[src/rtl/ram_dp_arb_ctrl_pkg.sv]
// Shared types and constants for the two-client dual-port RAM arbiter.
package ram_dp_arb_ctrl_pkg;

    localparam int NUM_CLIENTS = 2;
    localparam int RD_LATENCY  = 2;

    typedef logic client_id_t;

    typedef struct packed {
        logic       valid;
        client_id_t id;
    } issue_tag_t;

    localparam issue_tag_t TAG_IDLE = '{valid: 1'b0, id: 1'b0};

endpackage

[src/rtl/rr_arb2.sv]
// Two-way round-robin arbiter; the priority pointer only moves when both
// clients request in the same cycle.
module rr_arb2 (
    input  logic       clk,
    input  logic       rst_n,
    input  logic [1:0] req,
    output logic [1:0] grant
);

    logic ptr;

    // A lone requester always wins; on contention the pointer picks the winner
    always_comb begin
        grant = req;
        if (req == 2'b11) begin
            grant = ptr ? 2'b10 : 2'b01;
        end
    end

    // Flip priority after each contended grant so neither client starves
    always_ff @(posedge clk) begin
        if (!rst_n) begin
            ptr <= 1'b0;
        end else if (req == 2'b11) begin
            ptr <= ~ptr;
        end
    end

endmodule

[src/rtl/ram_dp_arb_ctrl.sv]
// Arbiter/sequencer between two request clients and a dual-port async RAM.
// Port 0 is write-only, port 1 is read-only; read data returns two cycles
// after acceptance as a one-cycle response pulse to the owning client.
module ram_dp_arb_ctrl
    import ram_dp_arb_ctrl_pkg::*;
#(
    parameter int DATA_WIDTH = 8,
    parameter int ADDR_WIDTH = 8
) (
    input  logic                  clk,
    input  logic                  rst_n,
    input  logic                  c0_req_valid,
    output logic                  c0_req_ready,
    input  logic                  c0_req_we,
    input  logic [ADDR_WIDTH-1:0] c0_req_addr,
    input  logic [DATA_WIDTH-1:0] c0_req_wdata,
    output logic                  c0_rsp_valid,
    output logic [DATA_WIDTH-1:0] c0_rsp_rdata,
    input  logic                  c1_req_valid,
    output logic                  c1_req_ready,
    input  logic                  c1_req_we,
    input  logic [ADDR_WIDTH-1:0] c1_req_addr,
    input  logic [DATA_WIDTH-1:0] c1_req_wdata,
    output logic                  c1_rsp_valid,
    output logic [DATA_WIDTH-1:0] c1_rsp_rdata,
    output logic [ADDR_WIDTH-1:0] ram_address_0,
    output logic [DATA_WIDTH-1:0] ram_data_0,
    output logic                  ram_cs_0,
    output logic                  ram_we_0,
    output logic                  ram_oe_0,
    output logic [ADDR_WIDTH-1:0] ram_address_1,
    output logic                  ram_cs_1,
    output logic                  ram_we_1,
    output logic                  ram_oe_1,
    input  logic [DATA_WIDTH-1:0] ram_data_1
);

    logic [NUM_CLIENTS-1:0] wr_req;
    logic [NUM_CLIENTS-1:0] rd_req;
    logic [NUM_CLIENTS-1:0] wr_grant;
    logic [NUM_CLIENTS-1:0] rd_grant;
    logic [NUM_CLIENTS-1:0] wr_accept;
    logic [NUM_CLIENTS-1:0] rd_accept;
    logic [ADDR_WIDTH-1:0]  wr_addr;
    logic [DATA_WIDTH-1:0]  wr_data;
    logic [ADDR_WIDTH-1:0]  rd_addr;
    logic                   hazard;
    issue_tag_t             rd_tag;
    logic [NUM_CLIENTS-1:0] rsp_valid;

    assign wr_req = {c1_req_valid &  c1_req_we, c0_req_valid &  c0_req_we};
    assign rd_req = {c1_req_valid & ~c1_req_we, c0_req_valid & ~c0_req_we};

    rr_arb2 u_wr_arb (
        .clk   (clk),
        .rst_n (rst_n),
        .req   (wr_req),
        .grant (wr_grant)
    );

    rr_arb2 u_rd_arb (
        .clk   (clk),
        .rst_n (rst_n),
        .req   (rd_req),
        .grant (rd_grant)
    );

    assign wr_addr = wr_grant[1] ? c1_req_addr  : c0_req_addr;
    assign wr_data = wr_grant[1] ? c1_req_wdata : c0_req_wdata;
    assign rd_addr = rd_grant[1] ? c1_req_addr  : c0_req_addr;

    // A read colliding with a same-cycle write is held back so it observes the new data
    assign hazard    = (|wr_grant) && (|rd_grant) && (wr_addr == rd_addr);
    assign wr_accept = rst_n ? wr_grant : '0;
    assign rd_accept = (rst_n && !hazard) ? rd_grant : '0;

    assign c0_req_ready = wr_accept[0] | rd_accept[0];
    assign c1_req_ready = wr_accept[1] | rd_accept[1];

    assign ram_oe_0 = 1'b0;
    assign ram_we_1 = 1'b0;

    assign c0_rsp_valid = rsp_valid[0];
    assign c1_rsp_valid = rsp_valid[1];

    // Write issue stage: one-cycle cs/we strobe with registered address and data
    always_ff @(posedge clk) begin
        if (!rst_n) begin
            ram_cs_0      <= 1'b0;
            ram_we_0      <= 1'b0;
            ram_address_0 <= '0;
            ram_data_0    <= '0;
        end else begin
            ram_cs_0 <= |wr_accept;
            ram_we_0 <= |wr_accept;
            if (|wr_accept) begin
                ram_address_0 <= wr_addr;
                ram_data_0    <= wr_data;
            end
        end
    end

    // Read issue stage: strobe port 1 and remember which client owns the read
    always_ff @(posedge clk) begin
        if (!rst_n) begin
            ram_cs_1      <= 1'b0;
            ram_oe_1      <= 1'b0;
            ram_address_1 <= '0;
            rd_tag        <= TAG_IDLE;
        end else begin
            ram_cs_1     <= |rd_accept;
            ram_oe_1     <= |rd_accept;
            rd_tag.valid <= |rd_accept;
            rd_tag.id    <= rd_accept[1];
            if (|rd_accept) begin
                ram_address_1 <= rd_addr;
            end
        end
    end

    // Response stage: capture async read data and pulse the owner's rsp_valid
    always_ff @(posedge clk) begin
        if (!rst_n) begin
            rsp_valid    <= '0;
            c0_rsp_rdata <= '0;
            c1_rsp_rdata <= '0;
        end else begin
            rsp_valid <= '0;
            if (rd_tag.valid) begin
                rsp_valid[rd_tag.id] <= 1'b1;
                if (rd_tag.id) begin
                    c1_rsp_rdata <= ram_data_1;
                end else begin
                    c0_rsp_rdata <= ram_data_1;
                end
            end
        end
    end

endmodule

[config.mk]
export PLATFORM = sky130hd
export DESIGN_NAME = ram_dp_arb_ctrl
export DESIGN_NICKNAME = d
export VERILOG_FILES = /design/src/rtl/ram_dp_arb_ctrl_pkg.sv /design/src/rtl/rr_arb2.sv /design/src/rtl/ram_dp_arb_ctrl.sv
export SDC_FILE = /design/constraint.sdc
export NUM_CORES = 1
export LEC_CHECK = 0
export CAP_MARGIN = 5
export CORE_UTILIZATION = 37
export DETAILED_ROUTE_END_ITERATION = 10
export GPL_TIMING_DRIVEN = 0
export PLACE_DENSITY = 0.8
export SLEW_MARGIN = 20
export SYNTH_ARGS = -nofsm -noshare
export SYNTH_HDL_FRONTEND = slang
export SYNTH_SLANG_ARGS = --single-unit
[constraint.sdc]
create_clock -name clk -period 1.56 [get_ports clk]
set_input_delay 0.312 -clock clk [delete_from_list [all_inputs] [get_ports clk]]
set_output_delay 0.312 -clock clk [all_outputs]
set_load 0.02 [all_outputs]
==> results.md <==
- Yosys printed 0 warnings.
- The clock reaches the later pin of the worst-skew pair after 0.30 ns.
- The repair_antennas step left the layout with diodes totalling 0.
- The worst path in the final design needs a cycle of around 2.0 ns, including I/O delays and setup.
- Dividing the detail-routed via count by the number of cells gives 5.09.
- The critical path in this run is classified as in2out.
- The worst hold path startpoint is c0_req_addr[3].
- In this run the horizontal extent of the chip is slightly below 80 um.
- The final max-slew violation count is 0.
- The critical-path maximum fanout is 2.
- In this run the clock root is driven by a sky130_fd_sc_hd__clkbuf_8.
- CTS built an H-tree with a depth of 2.
- The count of different cell masters after synthesis is 32.
- The final setup slack of the worst path is -0.418 ns.
- After synthesis, the cell types taking the most area are sky130_fd_sc_hd__dfxtp_1 (45%), sky130_fd_sc_hd__mux2i_1 (11%), sky130_fd_sc_hd__nand2_1 (7.1%).
- The detailed router placed 2,141 vias in this run.
- The biggest area contributor in the post-synthesis netlist is sky130_fd_sc_hd__dfxtp_1.
- Across all register-to-register paths, the minimum setup slack is 0.17 ns.
- The share of the clock period used by the worst path is 1.27.
- Cell internal power was estimated by the tool at roughly 1.9 mW.
- The register bit count reported by yosys is 47.
- The endpoint identified for the worst register-to-register timing path is ram_address_0[7].
- The depth of the worst register-to-register path is 5.
- Buffers inserted to repair hold after CTS numbered 0.
- The peak supply drop is 0.543 mV.
- The kind of launch point of the worst setup path is an input port.
- The chip height is 77.4 um.
- The analysis attributes to cell leakage a power of 1.70 nW.
- Between clock sinks in the finished design, the worst skew comes to around 0.0071 ns.
- Setup total negative slack on the finished layout was measured at -0.607 ns.
- In this run the cell area measured after placement is 3140 um2.
- In the final layout, the share of cells above drive strength 1 is 0.181.
- For this run, the top clock speed supported by timing is 506 MHz.
- For this run, the total global-route usage over all layers was measured as 0.200.
- In the synthesized netlist the dominant register cell turns out to be sky130_fd_sc_hd__dfxtp_1.
- The buffer levels on the longest clock path is 2.
- The hold violation total from the final report is 0.
- The register area is 943 um2.
- The die covers 5980 um2.
- The number of buffers inserted by port buffering is 93.
- The cell row count is 27.
- Of the total power, the share spent switching nets is 0.297.
- The pin count of the biggest net entering global routing is 15.
- Of the post-synthesis cell area, the dominant cell type holds 0.448.
- The post-synthesis async set-or-reset flop share is 0.
- In the synthesized netlist, the number of instances is between 200 and 250.
- The area growth from synthesis to layout is 59.7%.
- The flow ran to the end, but the final reports show violations.
- The worst setup path is captured at an output port.
- The mapped netlist covers 2100 um2.
- The relative slew slack is 0.661.
- The hold-critical path depth is 3.
- The total detailed-routing wirelength is 6.11 mm.
- Counting the fill cells in the layout gives between 400 and 500.
- The critical path data required time is 1.25 ns.
- Setup repair after global routing could not meet its margin everywhere.
- The proportion of power drawn by combinational gates is 0.251.
- Of the total power, registers draw 0.487.
- The initial cell density of the core is 0.384.
- The tool flagged a number of max-cap violations equal to 0.
- The end point of the worst hold path is ram_address_1[3].
- The average instance in the mapped netlist occupies approximately 8.9 um2.
- Of the synthesized area, sequential elements account for 0.448.
- The via count of the first global-routing pass came to 2,041.
- The initial antenna violation count came to 0.
- Once layout is done, the placed cells without fillers occupy 3360 um2.
- The area of the core is 5470 um2.
- The total grt overflow is 0.
- In this run, synthesis inferred 0 flip-flops with an integrated enable.
- After the last flow step, the layout net total stands at 395.
- The clock drives 47 sinks.
- The final reports fail on negative setup slack.
- The startpoint identified for the worst register-to-register timing path is u_wr_arb.ptr.
- The detailed placement HPWL is 4.15 mm.
- Summed over all nets, the switching power comes to 799 uW.
- The worst-margin pin slew is 0.509 ns.
- In the final layout, the multi-input gates occupy 1150 um2.
- The clock tree from TritonCTS is yes.
- The number of clock buffers added by TritonCTS is 5.
- STA puts the critical path data arrival time at 1.67 ns.
- The power density normalized to cell area is between 800 and 900 nW/um2.
- The I/O pin count is 96.
- The min-delay analysis places its worst path in the category in2reg.
- Setup violations remaining at the end of the flow were counted as 5.
- Of the total power, the clock network draws 0.263.
- The clock-pin slew reported for the worst setup and hold paths after clock tree synthesis is 0.09 ns.
- Leaving out fill and tap cells, the most frequent cell in the layout is sky130_fd_sc_hd__dfxtp_1.
- The detailed router's first-iteration violation count is 83.
- The weighted congestion at the end of routability-driven global placement is 0.800.
- The number of design rule violations left after detail routing is 0.
- The number of iterations in the first detailed-routing pass is 4.
- Dividing the detail-routed wire length by the instance count gives roughly 15 um.
- Leaving out fill and tap cells, the most frequent cells in the layout are sky130_fd_sc_hd__dfxtp_1 (45), sky130_fd_sc_hd__nand2_1 (40), sky130_fd_sc_hd__dlygate4sd2_1 (39).
- The first global-routing pass estimated approximately 9.4 mm of wire.
- The post-route antenna net violation count is 0.
==> cells in the mapped netlist, types with 3 or more instances <==
cell	instances
sky130_fd_sc_hd__nand2b_1	3
sky130_fd_sc_hd__xnor2_1	8
sky130_fd_sc_hd__buf_4	6
sky130_fd_sc_hd__o32ai_1	8
sky130_fd_sc_hd__nor2_1	23
sky130_fd_sc_hd__a211oi_1	16
sky130_fd_sc_hd__dfxtp_1	47
sky130_fd_sc_hd__mux2i_1	24
sky130_fd_sc_hd__nand3_1	9
sky130_fd_sc_hd__a21oi_1	19
sky130_fd_sc_hd__clkbuf_1	10
sky130_fd_sc_hd__nand2_1	40
==> state kept, by name (all words and copies together), names as in the netlist <==
register,cells
ram_data_0,8
rd_tag,2
ram_we_0,1
ram_address_1,8
u_wr_arb.ptr,1
c1_rsp_rdata,8
c0_rsp_rdata,8
ram_address_0,8
u_rd_arb.ptr,1
rsp_valid,2
==> kinds of logic after synthesis <==
logic type / count (synthesis) / share of synthesized area
flip-flops: 47 / 0.448
AO/OA/AOI/OAI: 50 / 0.164
XOR/XNOR: 9 / 0.0375
other: 1 / 0.00179
AND/OR/NAND/NOR: 84 / 0.180
buffers and inverters: 22 / 0.0542
multiplexers: 24 / 0.114
==> final cells by class <==
| cell class | count | area share |
|---|---|---|
| clock buffers | 5 | 0.0205 |
| well taps | 72 | 0.0268 |
| repair buffers | 105 | 0.286 |
| clock inverters | 2 | 0.00410 |
| multi-input cells | 169 | 0.344 |
| plain buffers | 19 | 0.0354 |
| flip-flops and latches | 47 | 0.281 |
| inverters | 2 | 0.00224 |
==> repair_timing <==
action / 4_1_cts / 5_1_grt
pin swaps: 15 / 1
endpoints found under the setup margin: 78 / 30
resized for setup: 130 / 13
setup buffers: 11 / 1
==> metrics by stage <==
stage	total power [mW]	worst slack, ns	util	std cells	hold slack (ns)
after global placement	2.00	-1.26	0.574	403	0.445
after floorplan	1.67	-0.149	-	238	0.448
after CTS	2.70	-0.430	0.607	421	0.364
after global routing	2.82	-0.443	0.613	421	0.385
final	2.69	-0.418	0.613	421	0.372
after detailed placement	2.01	-1.27	0.574	403	0.446
==> worst max-delay path by stage <==
stage | from | to | slack (ns) | depth (start not counted)
4_1_cts | c1_req_addr[3] | c1_req_ready | -0.43 | 7
3_3_place_gp | c1_req_addr[1] | c1_req_ready | -1.26 | 7
5_1_grt | c1_req_addr[3] | c1_req_ready | -0.44 | 7
3_5_place_dp | c0_req_addr[3] | c1_req_ready | -1.27 | 7
2_1_floorplan | c0_req_addr[3] | c1_req_ready | -0.15 | 5
6_report | c1_req_addr[3] | c1_req_ready | -0.42 | 7
==> power groups by stage <==
stage	clock, mW	sequential [mW]	combinational (mW)
2_1_floorplan	0	1.42	0.255
3_3_place_gp	0	1.34	0.666
3_5_place_dp	0	1.34	0.673
4_1_cts	0.719	1.31	0.668
5_1_grt	0.785	1.32	0.718
6_report	0.708	1.31	0.675
==> per-layer routing <==
layer  global-route usage  routed length (um)  vias to the layer above
met1                0.247                2680                      978
met2                0.342                3010                      105
met3               0.0518                 374                       10
met5                    0                   0                        -
li1                     -                   -                     1048
met4               0.0547                  46                        0
==> worst max-delay path, cell delays in order <==
cell	delay, ns
sky130_fd_sc_hd__buf_8	0.10
sky130_fd_sc_hd__xor2_2	0.17
sky130_fd_sc_hd__or4_4	0.55
sky130_fd_sc_hd__nor3_4	0.17
sky130_fd_sc_hd__buf_6	0.14
sky130_fd_sc_hd__o22ai_4	0.06
sky130_fd_sc_hd__buf_6	0.15
Power figures use the tool's default switching activity.
